## src/rtl/project_select_ctrl_if.sv

```systemverilog
// Wishbone classic slave bus bundle for the project-select controller.
// The master modport drives requests; the slave modport returns ack and read data.
interface project_select_ctrl_if;
    logic        wbs_stb_i;
    logic        wbs_cyc_i;
    logic        wbs_we_i;
    logic [3:0]  wbs_sel_i;
    logic [31:0] wbs_adr_i;
    logic [31:0] wbs_dat_i;
    logic        wbs_ack_o;
    logic [31:0] wbs_dat_o;

    modport master (
        output wbs_stb_i, wbs_cyc_i, wbs_we_i, wbs_sel_i, wbs_adr_i, wbs_dat_i,
        input  wbs_ack_o, wbs_dat_o
    );

    modport slave (
        input  wbs_stb_i, wbs_cyc_i, wbs_we_i, wbs_sel_i, wbs_adr_i, wbs_dat_i,
        output wbs_ack_o, wbs_dat_o
    );
endinterface

```

## src/rtl/project_select_ctrl.sv

```systemverilog
// Project select controller: Wishbone register window driving a one-hot project
// enable, with a guard interval of all-off cycles between any two projects.
module project_select_ctrl #(
    parameter logic [31:0] BASE_ADDR     = 32'h3000_0000,
    parameter int          NUM_PROJECTS  = 32,
    parameter logic [7:0]  DEFAULT_GUARD = 8'd4
) (
    input  logic                        wb_clk_i,
    input  logic                        wb_rst_i,
    project_select_ctrl_if.slave        wbs,
    output logic [31:0]                 active,
    output logic                        switch_irq
);
    typedef enum logic [1:0] {S_OFF, S_GUARD, S_ON} state_t;

    state_t      state_q, state_d;
    logic [4:0]  cur_id_q, cur_id_d;
    logic [4:0]  pend_id_q, pend_id_d;
    logic [7:0]  cnt_q, cnt_d;
    logic [7:0]  guard_q;
    logic        err_q, err_d;
    logic [4:0]  ctrl_id_q;
    logic        ctrl_en_q;
    logic        ack_q;
    logic [31:0] rdata_q, rdata_mux;
    logic        sw_q, sw_d;

    logic        hit, acc, wr, ctrl_wr, guard_wr, wr_en, id_ok;
    logic [1:0]  offset;
    logic [4:0]  wr_id;
    logic [7:0]  guard_eff;
    logic        unused_bits;

    assign hit      = wbs.wbs_stb_i & wbs.wbs_cyc_i & (wbs.wbs_adr_i[31:4] == BASE_ADDR[31:4]);
    assign offset   = wbs.wbs_adr_i[3:2];
    // A held strobe after ack must not be acked again on the following cycle.
    assign acc      = hit & ~ack_q;
    assign wr       = acc & wbs.wbs_we_i;
    assign ctrl_wr  = wr && (offset == 2'd0) && (wbs.wbs_sel_i[0] | wbs.wbs_sel_i[1]);
    assign guard_wr = wr && (offset == 2'd2) && wbs.wbs_sel_i[0];

    // Unselected CTRL byte lanes keep their stored field for the command.
    assign wr_id     = wbs.wbs_sel_i[0] ? wbs.wbs_dat_i[4:0] : ctrl_id_q;
    assign wr_en     = wbs.wbs_sel_i[1] ? wbs.wbs_dat_i[8]   : ctrl_en_q;
    assign id_ok     = ({27'd0, wr_id} < NUM_PROJECTS);
    assign guard_eff = (guard_q == 8'd0) ? 8'd1 : guard_q;

    assign unused_bits = ^{wbs.wbs_dat_i[31:9], wbs.wbs_adr_i[1:0], wbs.wbs_sel_i[3:2]};

    always_comb begin
        rdata_mux = '0;
        case (offset)
            2'd0: begin
                rdata_mux[4:0] = ctrl_id_q;
                rdata_mux[8]   = ctrl_en_q;
            end
            2'd1: begin
                rdata_mux[4:0] = cur_id_q;
                rdata_mux[8]   = (state_q == S_ON);
                rdata_mux[9]   = (state_q == S_GUARD);
                rdata_mux[10]  = err_q;
            end
            2'd2:    rdata_mux[7:0] = guard_q;
            default: rdata_mux = '0;
        endcase
    end

    always_comb begin
        state_d   = state_q;
        cur_id_d  = cur_id_q;
        pend_id_d = pend_id_q;
        cnt_d     = cnt_q;
        err_d     = err_q;
        sw_d      = 1'b0;
        if (ctrl_wr)
            err_d = wr_en & ~id_ok;
        case (state_q)
            S_OFF, S_ON: begin
                if (ctrl_wr && !wr_en) begin
                    state_d = S_OFF;
                end else if (ctrl_wr && id_ok &&
                             !(state_q == S_ON && wr_id == cur_id_q)) begin
                    state_d   = S_GUARD;
                    pend_id_d = wr_id;
                    cnt_d     = guard_eff;
                end
            end
            S_GUARD: begin
                cnt_d = cnt_q - 8'd1;
                if (ctrl_wr && !wr_en) begin
                    state_d = S_OFF;
                end else begin
                    // Retarget the in-flight switch without restarting the count.
                    if (ctrl_wr && id_ok)
                        pend_id_d = wr_id;
                    if (cnt_q == 8'd1) begin
                        state_d  = S_ON;
                        cur_id_d = pend_id_d;
                        sw_d     = 1'b1;
                    end
                end
            end
            default: state_d = S_OFF;
        endcase
    end

    always_ff @(posedge wb_clk_i) begin
        if (wb_rst_i) begin
            state_q    <= S_OFF;
            cur_id_q   <= '0;
            pend_id_q  <= '0;
            cnt_q      <= '0;
            err_q      <= 1'b0;
            guard_q    <= DEFAULT_GUARD;
            ctrl_id_q  <= '0;
            ctrl_en_q  <= 1'b0;
            ack_q      <= 1'b0;
            rdata_q    <= '0;
            active     <= '0;
            sw_q       <= 1'b0;
            switch_irq <= 1'b0;
        end else begin
            state_q   <= state_d;
            cur_id_q  <= cur_id_d;
            pend_id_q <= pend_id_d;
            cnt_q     <= cnt_d;
            err_q     <= err_d;
            ack_q     <= acc;
            if (acc)
                rdata_q <= rdata_mux;
            if (ctrl_wr && wbs.wbs_sel_i[0])
                ctrl_id_q <= wbs.wbs_dat_i[4:0];
            if (ctrl_wr && wbs.wbs_sel_i[1])
                ctrl_en_q <= wbs.wbs_dat_i[8];
            if (guard_wr)
                guard_q <= wbs.wbs_dat_i[7:0];
            // Enable lags the state by one cycle so the old bit survives the ack cycle.
            active     <= (state_q == S_ON) ? (32'd1 << cur_id_q) : 32'd0;
            sw_q       <= sw_d;
            switch_irq <= sw_q;
        end
    end

    assign wbs.wbs_ack_o = ack_q;
    assign wbs.wbs_dat_o = ack_q ? rdata_q : 32'd0;
endmodule

```

## src/flat_wrapper.sv

```systemverilog
// flat-port wrapper written by rule: the top's interface ports become plain ports
module project_select_ctrl_flat 
#(
    parameter logic [31:0] BASE_ADDR     = 32'h3000_0000,
    parameter int          NUM_PROJECTS  = 32,
    parameter logic [7:0]  DEFAULT_GUARD = 8'd4
)
  (wb_clk_i, wb_rst_i, active, switch_irq, wbs_wbs_stb_i, wbs_wbs_cyc_i, wbs_wbs_we_i, wbs_wbs_sel_i, wbs_wbs_adr_i, wbs_wbs_dat_i, wbs_wbs_ack_o, wbs_wbs_dat_o);
  project_select_ctrl_if wbs_i ();
  input  logic wb_clk_i;
  input  logic wb_rst_i;
  output logic [31:0] active;
  output logic switch_irq;
  input wire logic [$bits(wbs_i.wbs_stb_i)-1:0] wbs_wbs_stb_i;
  input wire logic [$bits(wbs_i.wbs_cyc_i)-1:0] wbs_wbs_cyc_i;
  input wire logic [$bits(wbs_i.wbs_we_i)-1:0] wbs_wbs_we_i;
  input wire logic [$bits(wbs_i.wbs_sel_i)-1:0] wbs_wbs_sel_i;
  input wire logic [$bits(wbs_i.wbs_adr_i)-1:0] wbs_wbs_adr_i;
  input wire logic [$bits(wbs_i.wbs_dat_i)-1:0] wbs_wbs_dat_i;
  output wire logic [$bits(wbs_i.wbs_ack_o)-1:0] wbs_wbs_ack_o;
  output wire logic [$bits(wbs_i.wbs_dat_o)-1:0] wbs_wbs_dat_o;
  assign wbs_i.wbs_stb_i = wbs_wbs_stb_i;
  assign wbs_i.wbs_cyc_i = wbs_wbs_cyc_i;
  assign wbs_i.wbs_we_i = wbs_wbs_we_i;
  assign wbs_i.wbs_sel_i = wbs_wbs_sel_i;
  assign wbs_i.wbs_adr_i = wbs_wbs_adr_i;
  assign wbs_i.wbs_dat_i = wbs_wbs_dat_i;
  assign wbs_wbs_ack_o = wbs_i.wbs_ack_o;
  assign wbs_wbs_dat_o = wbs_i.wbs_dat_o;
  project_select_ctrl #(.BASE_ADDR(BASE_ADDR), .NUM_PROJECTS(NUM_PROJECTS), .DEFAULT_GUARD(DEFAULT_GUARD)) u_core (.wb_clk_i(wb_clk_i), .wb_rst_i(wb_rst_i), .wbs(wbs_i), .active(active), .switch_irq(switch_irq));
endmodule
```

## config.mk

```make
export PLATFORM = sky130hd
export DESIGN_NAME = project_select_ctrl_flat
export DESIGN_NICKNAME = d
export VERILOG_FILES = /design/src/rtl/project_select_ctrl_if.sv /design/src/rtl/project_select_ctrl.sv /design/src/flat_wrapper.sv
export SDC_FILE = /design/constraint.sdc
export NUM_CORES = 1
export LEC_CHECK = 0
export ABC_AREA = 0
export ABC_CLOCK_PERIOD_IN_PS = 4300
export BUFFER_PORTS_ARGS = -buffer_cell sky130_fd_sc_hd__clkbuf_2
export CAP_MARGIN = 10
export CORE_UTILIZATION = 50
export CTS_CLUSTER_DIAMETER = 60
export DETAILED_ROUTE_END_ITERATION = 16
export PLACE_DENSITY_LB_ADDON = 0.3
export RECOVER_POWER = 100
export SLEW_MARGIN = 20
export SYNTH_ARGS = -nofsm -noshare
export SYNTH_HDL_FRONTEND = slang
export SYNTH_SLANG_ARGS = --single-unit
```

## constraint.sdc

```tcl
create_clock -name wb_clk_i -period 4.3 [get_ports wb_clk_i]
set_clock_uncertainty 0.05 [all_clocks]
set_input_delay 0.215 -clock wb_clk_i [delete_from_list [all_inputs] [get_ports wb_clk_i]]
set_output_delay 0.215 -clock wb_clk_i [all_outputs]
set_load 0.03 [all_outputs]
```

==> results.json <==
{
  "ant_nets": 0,
  "diodes": 0,
  "grt_overflow": 0,
  "cts_hold_buf": 0,
  "port_buffers": 89,
  "first_pass_iters": 10,
  "grt_pass1_wl_um": 12600,
  "cts_made_buffers": 9,
  "ys.flop_type": "dfxtp_1",
  "ys_seq_area_share_pct": 46.2,
  "setup_tns_ps": 0,
  "insertion_delay_ps": 360,
  "ys_ff_latch": 79,
  "die_y_um": 84.7,
  "status": "finished, violations left",
  "tightestPinTransition_ps": 2110,
  "hp-start": "wbs_wbs_dat_i[6]",
  "drc_errors": 0,
  "drt_iter0_drc": 143,
  "place.detailed.hpwl_um": 5530,
  "drv_cap": 1,
  "cts-htree-levels": 3,
  "p_leak_nw": 1.47,
  "hold_viol": 0,
  "area_growth_pct": 14.3,
  "power_density_mw_per_mm2": 354,
  "violations": "capacitance limit, slew limit",
  "clockBufferDepth": 2,
  "fin_crit_sh_pct": 73.5,
  "grt_start_max_net_pins": 50,
  "initial_core_util_pct": 52.9,
  "critPathMaxFanout": 12,
  "crit_path_start_kind": "flop",
  "hold_path_class": "input port to flop",
  "post_cts_buffers": 0,
  "ys_warn_count": 0,
  "ios": 139,
  "async_flop_share_pct": 0,
  "place_inst": 530,
  "synthCells": 387,
  "drive_gt1_share_pct": 13.2,
  "slew_viol_final": 50,
  "synth.most_common_cell": "dfxtp_1",
  "cts_tree": "yes",
  "final_cells": 546,
  "syn_avg_cell_area_sq_um": 8.84,
  "cts_resized": 0,
  "crit_start": "u_core.cnt_q[2]$_SDFFE_PP0P_",
  "netlist_top_cells_area": "dfxtp_1, nor2_1, mux2i_1, buf_4, a21oi_1",
  "nets": 539,
  "critPathKind": "flop to flop",
  "syn_area_sq_mm": 0.00342,
  "yosys.area.top_type": "dfxtp_1",
  "rsz0062_at_grt": "no",
  "rows": 29,
  "finalSetupViolCount": 0,
  "post-route-min-period_ps": 3160,
  "clkSlewWorstSetupHoldPaths_ps": 80,
  "worst_setup_path_end_kind": "flop",
  "netlist.area_leader.share_pct": 46.2,
  "synth_cell_types": 45,
  "coreArea_sq_mm": 0.00646,
  "antenna_found_initial": 0,
  "max_clock_freq_mhz": 316,
  "wl_per_cell_um": 13.7,
  "slew-limit-headroom_pct": -40.6,
  "r2r_start": "u_core.cnt_q[2]$_SDFFE_PP0P_",
  "routabilityCongestion": 0.821,
  "vias": 2864,
  "root_buffer": "clkbuf_8",
  "grt_util_all_layers_pct": 22.3,
  "total_power_mw": 1.38,
  "viasPerCell": 5.25,
  "cts_sinks": 79,
  "required_ps": 4510,
  "crit_arrival_ps": 3370,
  "die_w_um": 84.7,
  "ir_drop_mv": 0.270,
  "dieArea_sq_mm": 0.00717,
  "yosys-top-cells-count": "dfxtp_1, nor2_1, a21oi_1",
  "routed_wl_um": 7490,
  "synth_edf_count": 0,
  "grt_pass1_vias": 2652
}
==> power breakdown <==
group	switching, mW	total, mW	internal (mW)
sequential	0.000000000118	0.731	0.731
combinational	0.0535	0.0766	0.0231
clock	0.297	0.577	0.281
==> through the flow <==
stage / util (%) / worst slack (ps) / hold WS [ps] / area [sq um]
finish: 60.5 / 1140 / 39.9 / 3910
global route: 60.5 / 821 / 44.7 / 3910
CTS: 61.9 / 1740 / 32.7 / 4000
detailed placement: 58.6 / 1700 / 376 / 3790
global placement: 58.6 / 1770 / 372 / 3790
floorplan: - / 2000 / 283 / 3500
==> placed cells by master (no fill, tap or decap), types with 2 or more instances in the layout <==
| master | count |
|---|---|
| a211oi_1 | 14 |
| a21o_1 | 3 |
| a21oi_1 | 30 |
| a311oi_1 | 5 |
| and2_1 | 10 |
| clkbuf_1 | 48 |
| clkbuf_2 | 44 |
| clkbuf_8 | 9 |
| conb_1 | 22 |
| dfxtp_1 | 79 |
| ha_1 | 2 |
| inv_1 | 3 |
| inv_6 | 2 |
| inv_8 | 2 |
| mux2i_1 | 25 |
| nand2_1 | 21 |
| nand2b_1 | 10 |
| nand3_1 | 7 |
| nand3b_1 | 2 |
| nand4_1 | 2 |
| nor2_1 | 69 |
| nor2b_1 | 8 |
| nor3_1 | 8 |
| nor4_1 | 9 |
| nor4bb_1 | 2 |
| o211ai_1 | 5 |
| o221ai_1 | 3 |
| or2_0 | 3 |
| xnor2_1 | 5 |
==> worst max-delay path, cell delays in order (launching register included) <==
cell and delay, ps:
dfxtp_1 380, or4_1 600, or2_0 290, or3b_4 430
a211oi_1 900, o211ai_1 210, a21oi_1 210
==> metal layers <==
metal,track usage (%),up-vias,wire [um]
met5,0,-,0
met4,6.16,0,67
met3,5.80,9,220
met2,37.9,48,3750
met1,27.9,1363,3450
li1,-,1444,-
==> flip-flops by register name, indices dropped and copies added (netlist names) <==
register              flops
u_core.cur_id_q           5
u_core.switch_irq         1
u_core.pend_id_q          5
u_core.ctrl_en_q          1
u_core.active            32
u_core.state_q            2
u_core.rdata_q           10
u_core.ctrl_id_q          5
u_core.sw_q               1
u_core.wbs.wbs_ack_o      1
u_core.guard_q            8
u_core.cnt_q              8
==> worst paths after layout <==
check / slack (ps) / to / cells past startpoint
max reg2reg: 1140 / u_core.cur_id_q[0]$_SDFFE_PP0P_ / 6
max: 1140 / u_core.cur_id_q[0]$_SDFFE_PP0P_ / 6
min reg2reg: 390 / u_core.switch_irq$_SDFF_PP0_ / 1
min: 40 / u_core.guard_q[6]$_SDFFE_PP0P_ / 3
==> cells by family after synthesis <==
group,share of synthesized area (%)
adders and majority gates,0.732
xor gates and xnor gates,1.28
AOI/OAI and AO/OA,13.0
muxes,7.32
DFF,46.2
buffers and inverters,8.42
other,0.110
and+or+nand+nor,22.9
==> area by class of cell <==
class                   instances  area (sq um)
clock buffers                   9           124
clock inverters                 7          86.3
fillers                       631          2550
inverters                       3          11.3
multi-input cells             279          1610
flip-flops and latches         79          1580
well taps                      77          96.3
repair buffers                 92           400
(Power assumes the default switching activity.)
